--- config.mk ---
export PLATFORM = sky130hd
export DESIGN_NAME = pwm_frame_ctrl_flat
export DESIGN_NICKNAME = d
export VERILOG_FILES = /design/src/rtl/pwm_frame_ctrl_if.sv /design/src/rtl/pwm_frame_ctrl.sv /design/src/flat_wrapper.sv
export SDC_FILE = /design/constraint.sdc
export NUM_CORES = 1
export LEC_CHECK = 0
export CAP_MARGIN = 20
export CORE_ASPECT_RATIO = 1.1
export CORE_MARGIN = 1.5
export CORE_UTILIZATION = 40
export CTS_CLUSTER_DIAMETER = 200
export DETAILED_ROUTE_END_ITERATION = 8
export GPL_ROUTABILITY_DRIVEN = 1
export GPL_TIMING_DRIVEN = 1
export PLACE_DENSITY = 0.67
export SLEW_MARGIN = 30
export SYNTH_ARGS = -nofsm -noshare
export SYNTH_HDL_FRONTEND = slang
export SYNTH_SLANG_ARGS = --single-unit
--- constraint.sdc ---
create_clock -name SCLOCK -period 5.75 [get_ports SCLOCK]
set_input_delay 1.725 -clock SCLOCK [delete_from_list [all_inputs] [get_ports SCLOCK]]
set_output_delay 1.725 -clock SCLOCK [all_outputs]
set_load 0.03 [all_outputs]
--- src/rtl/pwm_frame_ctrl_if.sv ---
`default_nettype none
// ============================================================================
// Module   : pwm_frame_ctrl_if
// Function : Byte-stream link between the UART receiver/transmitter and the
//            PWM frame controller.
// Revision : 1.0 - initial release
// ============================================================================
interface pwm_frame_ctrl_if;
  logic [7:0] rx_data;
  logic       rx_valid;
  logic [7:0] tx_data;
  logic       tx_valid;
  logic       tx_ready;

  // master: UART side; slave: frame controller
  modport master (
    output rx_data,
    output rx_valid,
    output tx_ready,
    input  tx_data,
    input  tx_valid
  );

  modport slave (
    input  rx_data,
    input  rx_valid,
    input  tx_ready,
    output tx_data,
    output tx_valid
  );
endinterface
`default_nettype wire

--- src/rtl/pwm_frame_ctrl.sv ---
`default_nettype none
// ============================================================================
// Module   : pwm_frame_ctrl
// Function : Parses checksummed UART frames and commits period/high-time
//            settings to the PWM channels, answering each frame with ACK/NAK.
// Revision : 1.0 - initial release
// ============================================================================
module pwm_frame_ctrl #(
  parameter int NUM_CH     = 4,
  parameter int CNT_W      = 24,
  parameter int TIMEOUT    = 500000,
  parameter int DEF_PERIOD = 50000,
  parameter int DEF_HIGH   = 1000
) (
  input  wire                     SCLOCK,
  input  wire                     RESET,
  pwm_frame_ctrl_if.slave         uart,
  output wire [NUM_CH*CNT_W-1:0]  period_o,
  output wire [NUM_CH*CNT_W-1:0]  high_o,
  output wire [NUM_CH-1:0]        ch_update,
  output wire [7:0]               err_cnt,
  output wire                     busy
);

  localparam logic [7:0]       c_HDR      = 8'hA5;
  localparam logic [7:0]       c_ACK      = 8'h06;
  localparam logic [7:0]       c_NAK      = 8'h15;
  localparam logic [3:0]       c_BCAST    = 4'hF;
  localparam int               c_IDLE_W   = (TIMEOUT > 1) ? $clog2(TIMEOUT) : 1;
  localparam logic [c_IDLE_W-1:0] c_IDLE_LAST = c_IDLE_W'(TIMEOUT - 1);
  localparam logic [CNT_W-1:0] c_DEF_PER  = CNT_W'(DEF_PERIOD);
  localparam logic [CNT_W-1:0] c_DEF_HIGH = CNT_W'(DEF_HIGH);

  typedef enum logic [2:0] {
    S_IDLE  = 3'd0,
    S_ADDR  = 3'd1,
    S_DATA  = 3'd2,
    S_CHK   = 3'd3,
    S_APPLY = 3'd4,
    S_RESP  = 3'd5
  } state_t;

  state_t                r_state;
  state_t                w_state_nxt;

  logic [7:0]            r_addr;
  logic [7:0]            r_xor;
  logic [2:0]            r_idx;
  logic [CNT_W-1:0]      r_per_sh;
  logic [CNT_W-1:0]      r_high_sh;
  logic                  r_chk_ok;
  logic [c_IDLE_W-1:0]   r_idle_cnt;

  logic [CNT_W-1:0]      r_period [NUM_CH];
  logic [CNT_W-1:0]      r_high   [NUM_CH];
  logic [NUM_CH-1:0]     r_upd;
  logic [7:0]            r_tx_data;
  logic                  r_tx_valid;
  logic [7:0]            r_err_cnt;
  logic                  r_busy;

  logic                  w_in_frame;
  logic                  w_idle_exp;
  logic [3:0]            w_ch;
  logic                  w_bcast;
  logic                  w_ch_ok;
  logic                  w_valid;
  logic [NUM_CH-1:0]     w_sel;
  logic                  w_commit;
  logic                  w_reject;
  logic                  w_timeout;
  logic                  w_tx_done;

  assign w_in_frame = (r_state == S_ADDR) || (r_state == S_DATA) || (r_state == S_CHK);
  assign w_idle_exp = !uart.rx_valid && (r_idle_cnt == c_IDLE_LAST);

  // Frame validation, evaluated while the FSM sits in APPLY
  assign w_ch    = r_addr[3:0];
  assign w_bcast = (w_ch == c_BCAST);
  assign w_ch_ok = w_bcast || ({28'd0, w_ch} < 32'(NUM_CH));
  assign w_valid = r_chk_ok
                && (r_addr[7:4] == 4'd0)
                && w_ch_ok
                && (r_per_sh >= CNT_W'(2))
                && (r_high_sh != '0)
                && (r_high_sh < r_per_sh);

  always_comb begin
    w_sel = '0;
    for (int n = 0; n < NUM_CH; n++) begin
      w_sel[n] = w_bcast || (w_ch == 4'(n));
    end
  end

  always_ff @(posedge SCLOCK or negedge RESET) begin
    if (!RESET) begin
      r_state <= S_IDLE;
    end else begin
      r_state <= w_state_nxt;
    end
  end

  always_comb begin
    w_state_nxt = r_state;
    w_commit    = 1'b0;
    w_reject    = 1'b0;
    w_timeout   = 1'b0;
    w_tx_done   = 1'b0;
    case (r_state)
      S_IDLE: begin
        if (uart.rx_valid && (uart.rx_data == c_HDR)) begin
          w_state_nxt = S_ADDR;
        end
      end
      S_ADDR: begin
        if (uart.rx_valid) begin
          w_state_nxt = S_DATA;
        end else if (w_idle_exp) begin
          w_state_nxt = S_IDLE;
          w_timeout   = 1'b1;
        end
      end
      S_DATA: begin
        if (uart.rx_valid) begin
          if (r_idx == 3'd5) begin
            w_state_nxt = S_CHK;
          end
        end else if (w_idle_exp) begin
          w_state_nxt = S_IDLE;
          w_timeout   = 1'b1;
        end
      end
      S_CHK: begin
        if (uart.rx_valid) begin
          w_state_nxt = S_APPLY;
        end else if (w_idle_exp) begin
          w_state_nxt = S_IDLE;
          w_timeout   = 1'b1;
        end
      end
      S_APPLY: begin
        w_state_nxt = S_RESP;
        w_commit    = w_valid;
        w_reject    = !w_valid;
      end
      S_RESP: begin
        if (uart.tx_ready) begin
          w_state_nxt = S_IDLE;
          w_tx_done   = 1'b1;
        end
      end
      default: begin
        w_state_nxt = S_IDLE;
      end
    endcase
  end

  // Byte capture into the shadow registers and running checksum
  always_ff @(posedge SCLOCK or negedge RESET) begin
    if (!RESET) begin
      r_addr     <= '0;
      r_xor      <= '0;
      r_idx      <= '0;
      r_per_sh   <= '0;
      r_high_sh  <= '0;
      r_chk_ok   <= 1'b0;
      r_idle_cnt <= '0;
    end else begin
      if (w_in_frame && !uart.rx_valid && !w_idle_exp) begin
        r_idle_cnt <= r_idle_cnt + c_IDLE_W'(1);
      end else begin
        r_idle_cnt <= '0;
      end

      if (uart.rx_valid) begin
        case (r_state)
          S_ADDR: begin
            r_addr    <= uart.rx_data;
            r_xor     <= uart.rx_data;
            r_idx     <= 3'd0;
            r_per_sh  <= '0;
            r_high_sh <= '0;
          end
          S_DATA: begin
            r_xor <= r_xor ^ uart.rx_data;
            r_idx <= r_idx + 3'd1;
            if (r_idx < 3'd3) begin
              r_per_sh  <= CNT_W'({r_per_sh, uart.rx_data});
            end else begin
              r_high_sh <= CNT_W'({r_high_sh, uart.rx_data});
            end
          end
          S_CHK: begin
            r_chk_ok <= (uart.rx_data == r_xor);
          end
          default: begin
          end
        endcase
      end
    end
  end

  // Channel registers: all selected channels load in the same edge
  always_ff @(posedge SCLOCK or negedge RESET) begin
    if (!RESET) begin
      for (int n = 0; n < NUM_CH; n++) begin
        r_period[n] <= c_DEF_PER;
        r_high[n]   <= c_DEF_HIGH;
      end
      r_upd <= '0;
    end else begin
      r_upd <= w_commit ? w_sel : '0;
      for (int n = 0; n < NUM_CH; n++) begin
        if (w_commit && w_sel[n]) begin
          r_period[n] <= r_per_sh;
          r_high[n]   <= r_high_sh;
        end
      end
    end
  end

  always_ff @(posedge SCLOCK or negedge RESET) begin
    if (!RESET) begin
      r_tx_data  <= 8'h00;
      r_tx_valid <= 1'b0;
      r_err_cnt  <= 8'd0;
      r_busy     <= 1'b0;
    end else begin
      r_busy <= (w_state_nxt != S_IDLE);
      if (w_commit) begin
        r_tx_data  <= c_ACK;
        r_tx_valid <= 1'b1;
      end else if (w_reject) begin
        r_tx_data  <= c_NAK;
        r_tx_valid <= 1'b1;
      end else if (w_tx_done) begin
        r_tx_valid <= 1'b0;
      end
      if ((w_reject || w_timeout) && (r_err_cnt != 8'hFF)) begin
        r_err_cnt <= r_err_cnt + 8'd1;
      end
    end
  end

  generate
    for (genvar n = 0; n < NUM_CH; n++) begin : g_pack
      assign period_o[n*CNT_W +: CNT_W] = r_period[n];
      assign high_o[n*CNT_W +: CNT_W]   = r_high[n];
    end
  endgenerate

  assign ch_update     = r_upd;
  assign err_cnt       = r_err_cnt;
  assign busy          = r_busy;
  assign uart.tx_data  = r_tx_data;
  assign uart.tx_valid = r_tx_valid;

endmodule
`default_nettype wire
--- src/flat_wrapper.sv ---
// flat-port wrapper written by rule: the top's interface ports become plain ports
module pwm_frame_ctrl_flat 
#(
  parameter int NUM_CH     = 4,
  parameter int CNT_W      = 24,
  parameter int TIMEOUT    = 500000,
  parameter int DEF_PERIOD = 50000,
  parameter int DEF_HIGH   = 1000
)
  (SCLOCK, RESET, period_o, high_o, ch_update, err_cnt, busy, uart_rx_data, uart_rx_valid, uart_tx_ready, uart_tx_data, uart_tx_valid);
  pwm_frame_ctrl_if uart_i ();
  input  wire SCLOCK;
  input  wire RESET;
  output wire [NUM_CH*CNT_W-1:0] period_o;
  output wire [NUM_CH*CNT_W-1:0] high_o;
  output wire [NUM_CH-1:0] ch_update;
  output wire [7:0] err_cnt;
  output wire busy;
  input wire logic [$bits(uart_i.rx_data)-1:0] uart_rx_data;
  input wire logic [$bits(uart_i.rx_valid)-1:0] uart_rx_valid;
  input wire logic [$bits(uart_i.tx_ready)-1:0] uart_tx_ready;
  output wire logic [$bits(uart_i.tx_data)-1:0] uart_tx_data;
  output wire logic [$bits(uart_i.tx_valid)-1:0] uart_tx_valid;
  assign uart_i.rx_data = uart_rx_data;
  assign uart_i.rx_valid = uart_rx_valid;
  assign uart_i.tx_ready = uart_tx_ready;
  assign uart_tx_data = uart_i.tx_data;
  assign uart_tx_valid = uart_i.tx_valid;
  pwm_frame_ctrl #(.NUM_CH(NUM_CH), .CNT_W(CNT_W), .TIMEOUT(TIMEOUT), .DEF_PERIOD(DEF_PERIOD), .DEF_HIGH(DEF_HIGH)) u_core (.SCLOCK(SCLOCK), .RESET(RESET), .uart(uart_i), .period_o(period_o), .high_o(high_o), .ch_update(ch_update), .err_cnt(err_cnt), .busy(busy));
endmodule
==> results of run 1 <==
==> worst max-delay path, stage by stage, from the launching register on <==
cell     delay (ps)
dfrtp_1         560
inv_1           110
ha_1            300
and4_1          220
nand2_1          60
or4_1           540
a21oi_2         290
nor3_4          120
nand2_2         660
buf_4           450
mux2_2          370
==> registers in the layout (all words and copies together), names as in the netlist, 4 cells and up <==
register	flops
u_core.err_cnt	8
u_core.r_addr	8
u_core.period_o	96
u_core.r_xor	8
u_core.r_idle_cnt	19
u_core.ch_update	4
u_core.r_per_sh	24
u_core.high_o	96
u_core.r_high_sh	24
==> cell type report <==
type | count | share of cell area
clock buffer | 48 | 0.0568
clock inverter | 7 | 0.00410
inverter | 28 | 0.00649
multi-input combinational | 634 | 0.290
sequential | 299 | 0.466
tap | 414 | 0.0320
timing repair buffer | 234 | 0.145
==> layout by cell type (no fill, tap or decap), types with 3 or more instances in the layout <==
| master | instances |
|---|---|
| a21oi_1 | 31 |
| and3_1 | 7 |
| and4_1 | 4 |
| buf_4 | 11 |
| clkbuf_1 | 9 |
| clkbuf_16 | 31 |
| clkbuf_8 | 8 |
| clkdlybuf4s50_1 | 220 |
| clkinv_2 | 3 |
| conb_1 | 4 |
| dfrtp_1 | 251 |
| dfstp_2 | 48 |
| ha_1 | 27 |
| inv_1 | 28 |
| mux2_1 | 68 |
| mux2_2 | 126 |
| nand2_1 | 147 |
| nand2b_1 | 4 |
| nand3_1 | 17 |
| nand4_1 | 9 |
| nor2_1 | 29 |
| nor3_1 | 4 |
| nor4_1 | 11 |
| nor4b_1 | 4 |
| o2111ai_1 | 3 |
| o211ai_1 | 5 |
| o21ai_0 | 67 |
| or3_1 | 7 |
| xnor2_1 | 19 |
| xor2_1 | 12 |
==> stage by stage <==
step / utilization / total power [mW] / hold slack (ps) / std cells / instance area (um^2)
6_report: 0.528 / 5.63 / 481 / 1664 / 16200
5_1_grt: 0.528 / 5.97 / 502 / 1664 / 16200
4_1_cts: 0.527 / 5.69 / 486 / 1663 / 16200
3_5_place_dp: 0.495 / 3.74 / 463 / 1608 / 15200
3_3_place_gp: 0.495 / 3.70 / 460 / 1608 / 15200
2_1_floorplan: - / 3.30 / 447 / 1010 / 12600
==> path summary, 6_finish.rpt <==
check	to	slack [ps]	cells after the start
worst max-delay path	u_core.period_o[19]	1920	10
worst min-delay path	u_core.r_addr[7]	480	2
worst max register to register	u_core.period_o[19]	1920	10
worst min register to register	u_core.r_addr[7]	480	2
max in group asynchronous	u_core.period_o[15]	3470	3
min in group asynchronous	u_core.high_o[36]	1020	1
==> kinds of logic (layout without fill, tap and decap cells) <==
family                   Yosys count  after routing
XOR/XNOR                          31             31
flip-flops                       299            299
multiplexers                     194            194
AND/OR/NAND/NOR                  259            259
AO/OA/AOI/OAI                    119            119
adder cells (fa/ha/maj)           27             27
buffers and inverters             77            317
other                              1              4
==> per-layer routing <==
metal  track usage  routed length [um]
met1         0.250               13100
met3        0.0282                1420
met5             0                   0
met2         0.332               15700
met4        0.0441                 579
==> where the power goes <==
group / total, mW / internal, mW / switching, mW
Sequential: 2.68 / 2.29 / 0.390
Combinational: 1.03 / 0.414 / 0.614
Clock: 1.93 / 1.13 / 0.793
Total: 5.63 / 3.84 / 1.80
==> results.txt, run 1 <==
GR Util All Layers = 0.191
Final setup viols = 0
Post-CTS Hold Buffers = 0
pre-CTS setup slack = 1570 ps
CTS clk-pin slew, worst paths = 60 ps
Syn Std Cell Area = 12600 um^2
Yosys reg bits = 299
unrepaired setup endpoints after global routing = false
TNS Setup = 0 ps
I/O Pins = 226
Synth area leader = dfrtp_1
WP data required = 6180 ps
fmax = 261 MHz
post-route setup slack = 1920 ps
DR pass1 iterations = 4
status = complete, no violations
Clock Skew = 9.97 ps
Final Hold Viols = 0
min-delay worst type = register to register
crit path max fanout = 29
die area = 32500 um^2
Final ANT Viol Nets = 0
part of the cycle the worst path needs = 0.666
most frequent cell after synthesis = dfrtp_1
Vias per Instance = 5.08
Slew Viols, Final = 0
Fillers = 2723
area share of fa/ha/maj cells after synthesis = 0.0269
RD Place Congestion = 0.789
Mapped Cells = 1007
asr flop ratio synth = 1.00
Area contributors post-synth = dfrtp_1 (50%), mux2_2 (11%), dfstp_2 (10%), mux2_1 (6.1%), nand2_1 (4.4%)
DRT Wirelength = 30800 um
GRT overflow = 0
area of the multi-input gates = 4690 um^2
setup bufs post-CTS = 0
Startpoint Class = register
register area = 7540 um^2
largest family of logic cells by synthesized area = multiplexers
first-pass GRT wire length = 48100 um
post-synthesis mux area share = 0.174
CTS H-tree lvls = 1
Netlist cell types = 46
Vias = 8460
Residual DRC = 0
crit path DAT = 4260 ps
Hold Crit Start = u_core.r_addr[7]
PortBufs = 221
vias in the first global route = 8418
drt wl/cell = 18.5 um
synth warn = 0
CP endpoint kind = register
Post-Synth Simple-Gate Area = 0.0948
CTS max path bufs = 3
CP startpoint = u_core.r_per_sh[12]
CP Class = register to register
clk sink count = 299
Die X = 172 um
largest net degree at the start of global routing = 117
Post-synth EDFFs = 0
top post-synthesis cells by count = dfrtp_1 (251), nand2_1 (148), mux2_2 (126)
max_slew headroom = 0.415
hpwl dp = 21100 um
Antenna diodes = 0
CTS Buf Count = 30
pwr dens = 348 nW/um^2
Compound-Gate Fraction of Synth Area = 0.0529
Synth Area in XOR/XNOR = 0.0216
worst-margin pin slew = 875 ps
reg-to-reg startpoint = u_core.r_per_sh[12]
Layout area overhead = 28.8%
P_leak = 7.38 nW
Post-CTS Resized = 0
Worst-Skew Late Latency = 550 ps
Die Height = 189 um
Rows = 67
Initial Util = 0.410
Synth top area share = 0.500
mean post-synth cell area = 12.5 um^2
Placeable Area = 30700 um^2
Max Cap Violations = 0
layout cell share with drive strength beyond 1 = 0.196
CTS Root Cell = clkbuf_16
initial DRC count = 510
TritonCTS clock tree = built
nets = 1266
Synth Flop Type = dfrtp_1
maximum vdd drop = 0.224 mV
initial antenna violation count = 0
min Tclk post-route = 3830 ps
sequential share of the synthesized area = 0.600
Note: power is estimated with default switching activity, not from simulation.
==> inputs of run 2 (changes only) <==
- clock period: 5.75 -> 3.6 ns (I/O delays scaled with it)
==> run 2 against run 1 <==
- clock power increased by 56%
- register-to-register slack got worse by 1500 ps
- cell area increased by 0.67%
- global-route usage increased by 0.44 points
- worst setup slack got worse by 1500 ps
- routed wire length increased by 2.2%
- sequential share of layout area decreased by 0.31 points
- critical endpoint is now u_core.high_o[17]
- highest routed layer unchanged
==> results.txt, run 2 (synthesis results as in run 1) <==
Max Cap Violations = 0
Vias = 8541
reg2reg setup slack = 430 ps
part of the cycle the worst path needs = 0.880
Startpoint Class = register
min-delay worst type = register to register
post-route setup slack = 433 ps
nets = 1279
largest net degree at the start of global routing = 85
drt wl/cell = 18.8 um
Post-CTS Hold Buffers = 0
I/O Pins = 226
path depth of the worst reg2reg path = 10
setup bufs post-CTS = 0
GRT overflow = 0
CTS max path bufs = 3
TNS Setup = 0 ps
cells along the critical path = inv_1 -> ha_1 -> and4_1 -> nand2_1 -> or4_1 -> a21oi_2 -> nor3_4 -> nand2_2 -> buf_4 -> mux2_2
P_leak = 7.45 nW
pre-CTS setup slack = 415 ps
initial DRC count = 431
Final Cell Area = 16300 um^2
GRT busiest layer = met2
met3 Resource Use GR = 0.0263
Slew Viols, Final = 0
commonest non-fill, non-tap cells in the layout = dfrtp_1 (251), clkdlybuf4s50_1 (220), nand2_1 (147)
met1 track demand over resource = 0.257
Die Height = 189 um
RD Place Congestion = 0.804
placed cells = 1622
Placeable Area = 30700 um^2
Worst R2R End = u_core.high_o[17]
CTS Root Cell = clkbuf_16
Clock Skew = 12.6 ps
crit path max fanout = 25
Die X = 172 um
min Tclk post-route = 3170 ps
Final Hold Viols = 0
first-pass GRT wire length = 49100 um
TritonCTS clock tree = built
Vias per Instance = 5.09
Initial Util = 0.410
Setup crit end = u_core.high_o[17]
DRT Wirelength = 31500 um
fmax = 316 MHz
Final Non-Filler Cells = 1678
crit path DAT = 3590 ps
hpwl dp = 21700 um
Area after DPL = 15400 um^2
die area = 32500 um^2
CP max stage cell = or4_1
Antenna diodes = 0
Residual DRC = 0
unrepaired setup endpoints after global routing = false
Hold WS = 471 ps
worst-margin pin slew = 796 ps
layout cell share with drive strength beyond 1 = 0.201
CP endpoint kind = register
Worst-Skew Late Latency = 550 ps
pwr dens = 554 nW/um^2
GR Util All Layers = 0.195
CP Class = register to register
slowest stage delay, CP = 570 ps
CTS clk-pin slew, worst paths = 60 ps
Fillers = 2624
commonest non-fill, non-tap cell in the layout = dfrtp_1
maximum vdd drop = 0.346 mV
clk sink count = 299
CTS Buf Count = 30
vias in the first global route = 8523
M2 GR Usage = 0.339
Final ANT Viol Nets = 0
CP startpoint = u_core.r_per_sh[15]
DR pass1 iterations = 4
reg-to-reg startpoint = u_core.r_per_sh[15]
max_slew headroom = 0.469
Layout area overhead = 29.7%
Post-CTS Resized = 0
status = complete, no violations
PortBufs = 221
WP data required = 4030 ps
Final setup viols = 0
Rows = 67
initial antenna violation count = 0
CTS H-tree lvls = 1
## run 2: cell type report
| type | count | area [um^2] | share of cell area |
|---|---|---|---|
| Clock inverter | 7 | 60.1 | 0.00369 |
| Clock buffer | 49 | 883 | 0.0542 |
| Multi-Input combinational cell | 634 | 4690 | 0.288 |
| Sequential cell | 299 | 7540 | 0.463 |
| Tap cell | 414 | 518 | 0.0318 |
| Inverter | 28 | 105 | 0.00645 |
| Timing Repair Buffer | 247 | 2500 | 0.153 |
## run 2: report_power, final
group / switching [mW] / internal, mW / leakage, nW
Combinational: 1.11 / 0.710 / 3.02
Sequential: 0.545 / 3.66 / 3.96
Clock: 1.27 / 1.74 / 0.465
Total: 2.92 / 6.11 / 7.45
## run 2: how the worst min path moves through the flow
stage | startpoint | slack [ps] | cells past startpoint | endpoint
floorplan | u_core.r_addr[5] | 450 | 2 | u_core.r_addr[5]
global placement | u_core.uart.tx_data[2] | 450 | 1 | u_core.uart.tx_data[2]
global route | u_core.uart.tx_data[2] | 490 | 1 | u_core.uart.tx_data[2]
finish | u_core.uart.tx_data[2] | 470 | 1 | u_core.uart.tx_data[2]
CTS | u_core.uart.tx_data[2] | 470 | 1 | u_core.uart.tx_data[2]
detailed placement | u_core.uart.tx_data[2] | 450 | 1 | u_core.uart.tx_data[2]
## run 2: worst max-delay path, delay by kind of cell, from the launching register on
| family | cells | cell delay, ps |
|---|---|---|
| buffers and inverters | 2 | 430 |
| and+or+nand+nor | 5 | 1060 |
| AOI/OAI and AO/OA | 1 | 280 |
| DFF | 1 | 540 |
| adders and majority gates | 1 | 320 |
| muxes | 1 | 380 |
## run 2: metrics by stage
stage	power, mW	util
3_5_place_dp	6.08	0.500
4_1_cts	9.11	0.531
2_1_floorplan	5.27	-
6_report	9.03	0.531
3_3_place_gp	6.02	0.500
5_1_grt	9.54	0.531
## run 2: routing by layer
layer	vias to the layer above	part of all wire
met4	0	0.020
met1	4351	0.43
met5	-	0
met2	190	0.51
met3	43	0.047
li1	3957	-
==> inputs of run 3 (changes only) <==
- ABC_AREA: default -> 1
- CORE_UTILIZATION: 40 -> 45
- PLACE_DENSITY: 0.67 -> 0.73
==> run 3 against run 2 <==
- sequential power is 7.9% lower
- combinational power down 53%
- highest routed layer unchanged
- critical path type is now register to output pin
- power fell by 14%
- maximum frequency up 10%
==> results.txt, run 3 <==
commonest non-fill, non-tap cell in the layout = nand2_1
drt wl/cell = 17.2 um
largest family of logic cells by synthesized area = simple AND/OR/NAND/NOR gates
top routing layer in use = met4
mean post-synth cell area = 8.95 um^2
Startpoint Class = register
RD Place Congestion = 0.871
fin util = 0.577
clk sink count = 299
initial DRC count = 913
Post-synth EDFFs = 0
reg2reg setup slack = 880 ps
commonest non-fill, non-tap cells in the layout = nand2_1 (475), dfrtp_1 (251), clkdlybuf4s50_1 (220)
sequential share of the synthesized area = 0.578
DR WL met3 = 2160 um
Netlist cell types = 39
CTS clk-pin slew, worst paths = 60 ps
Die Height = 182 um
CTS max path bufs = 3
nets = 1700
M1 wire length = 14600 um
GRT overflow = 0
vias in the first global route = 10500
CP startpoint = u_core.high_o[81]
WP data required = 2520 ps
Synth area leader = dfrtp_1
Antenna diodes = 0
Post-CTS Hold Buffers = 0
TNS Setup = 0 ps
CTS H-tree lvls = 1
Worst R2R End = u_core.period_o[39]
Final Cell Area = 16500 um^2
Rows = 65
Layout area overhead = 26.6%
largest net degree at the start of global routing = 90
Synth top area share = 0.481
fmax = 348 MHz
most frequent cell after synthesis = nand2_1
CP max stage cell = clkdlybuf4s50_1
WL met2 = 17500 um
slowest stage delay, CP = 680 ps
unrepaired setup endpoints after global routing = false
Syn Std Cell Area = 13000 um^2
Hold Crit Start = u_core.high_o[27]
TritonCTS clock tree = built
CP endpoint kind = output pin
Yosys reg bits = 299
crit path max fanout = 2
area share of fa/ha/maj cells after synthesis = 0.0259
Initial Util = 0.456
first-pass GRT wire length = 56500 um
Synth Flop Type = dfrtp_1
pwr dens = 470 nW/um^2
min Tclk post-route = 2870 ps
Fillers = 2550
cells along the critical path = clkdlybuf4s50_1
hold depth = 2
Residual DRC = 0
Clock Skew = 10.8 ps
Compound-Gate Fraction of Synth Area = 0.0537
max_slew headroom = 0.530
worst-margin pin slew = 704 ps
Hold WS = 461 ps
die area = 30000 um^2
Synth Area in XOR/XNOR = 0.0168
PortBufs = 221
area of the multi-input gates = 4790 um^2
P_leak = 8.01 nW
asr flop ratio synth = 1.00
synth warn = 0
layout cell share with drive strength beyond 1 = 0.0819
Final Hold Viols = 0
DR pass1 iterations = 5
Area contributors post-synth = dfrtp_1 (48%), nand2_1 (14%), dfstp_2 (9.7%), nand3_1 (7.7%), o21ai_0 (3.2%)
hpwl dp = 24700 um
CP top delay family = buffers and inverters
maximum vdd drop = 0.326 mV
status = complete, no violations
path depth of the worst reg2reg path = 12
post-synthesis mux area share = 0.00432
Worst-Skew Late Latency = 550 ps
Vias per Instance = 5.25
CP Class = register to output pin
Placeable Area = 28600 um^2
Slew Viols, Final = 0
Vias = 10800
WHS Endpoint = u_core.high_o[27]
Area after DPL = 15500 um^2
CTS Buf Count = 30
Post-Synth Simple-Gate Area = 0.261
crit path DAT = 1790 ps
setup bufs post-CTS = 0
Mapped Cells = 1457
Die X = 165 um
top post-synthesis cells by count = nand2_1 (475), dfrtp_1 (251), nand3_1 (202)
Final setup viols = 0
reg-to-reg startpoint = u_core.r_per_sh[5]
Buf+Inv Stages, Crit Path = 1
DRT Wirelength = 35300 um
part of the cycle the worst path needs = 0.797
CTS Root Cell = clkbuf_16
Max Cap Violations = 0
GR Util All Layers = 0.239
min-delay worst type = register to register
Final ANT Viol Nets = 0
Post-CTS Resized = 0
initial antenna violation count = 0
register area = 7540 um^2
I/O Pins = 226
==> run 3: final cells by class <==
| cell class | instances | area share |
|---|---|---|
| clock buffer | 53 | 0.0574 |
| clock inverter | 3 | 0.00121 |
| inverter | 82 | 0.0186 |
| multi-input combinational | 1002 | 0.290 |
| sequential | 299 | 0.457 |
| tap | 368 | 0.0279 |
| timing repair buffer | 246 | 0.148 |
==> run 3: how the worst max path moves through the flow <==
stage,cells after the start,to
global route,13,u_core.period_o[2]
floorplan,8,u_core.r_xor[4]
global placement,10,u_core.r_high_sh[23]
CTS,1,high_o[27]
finish,1,high_o[81]
detailed placement,9,u_core.r_per_sh[10]
==> run 3: layer usage <==
metal / up-vias / GRT usage
li1: 5130 / -
met1: 5211 / 0.317
met2: 364 / 0.400
met3: 68 / 0.0336
met4: 0 / 0.0836
met5: - / 0
==> run 3: power by group <==
| part | internal [mW] | switching (mW) |
|---|---|---|
| logic | 0.262 | 0.597 |
| registers | 3.56 | 0.308 |
| clock network | 1.77 | 1.26 |
==> run 3: worst reg2reg max path: cells and delay by family, from the launching register on <==
family          cells  cell delay, ps
fa+ha+maj           1             330
buf+inv             2             620
simple gates        8            1110
compound gates      1             130
flops               1             480
==> run 3: metrics by stage <==
step	setup WS, ps	total power [mW]	instances
after floorplan	1260	4.33	1460
after global placement	727	4.73	1995
after detailed placement	577	4.78	1995
after CTS	712	7.81	2051
after global routing	613	8.09	2053
final	730	7.76	2053
==> run 3: cells by family after synthesis <==
family / after synthesis
mux: 5
other cells: 1
fa+ha+maj: 27
buf+inv: 159
flops: 299
xor+xnor: 25
compound gates: 134
simple gates: 807
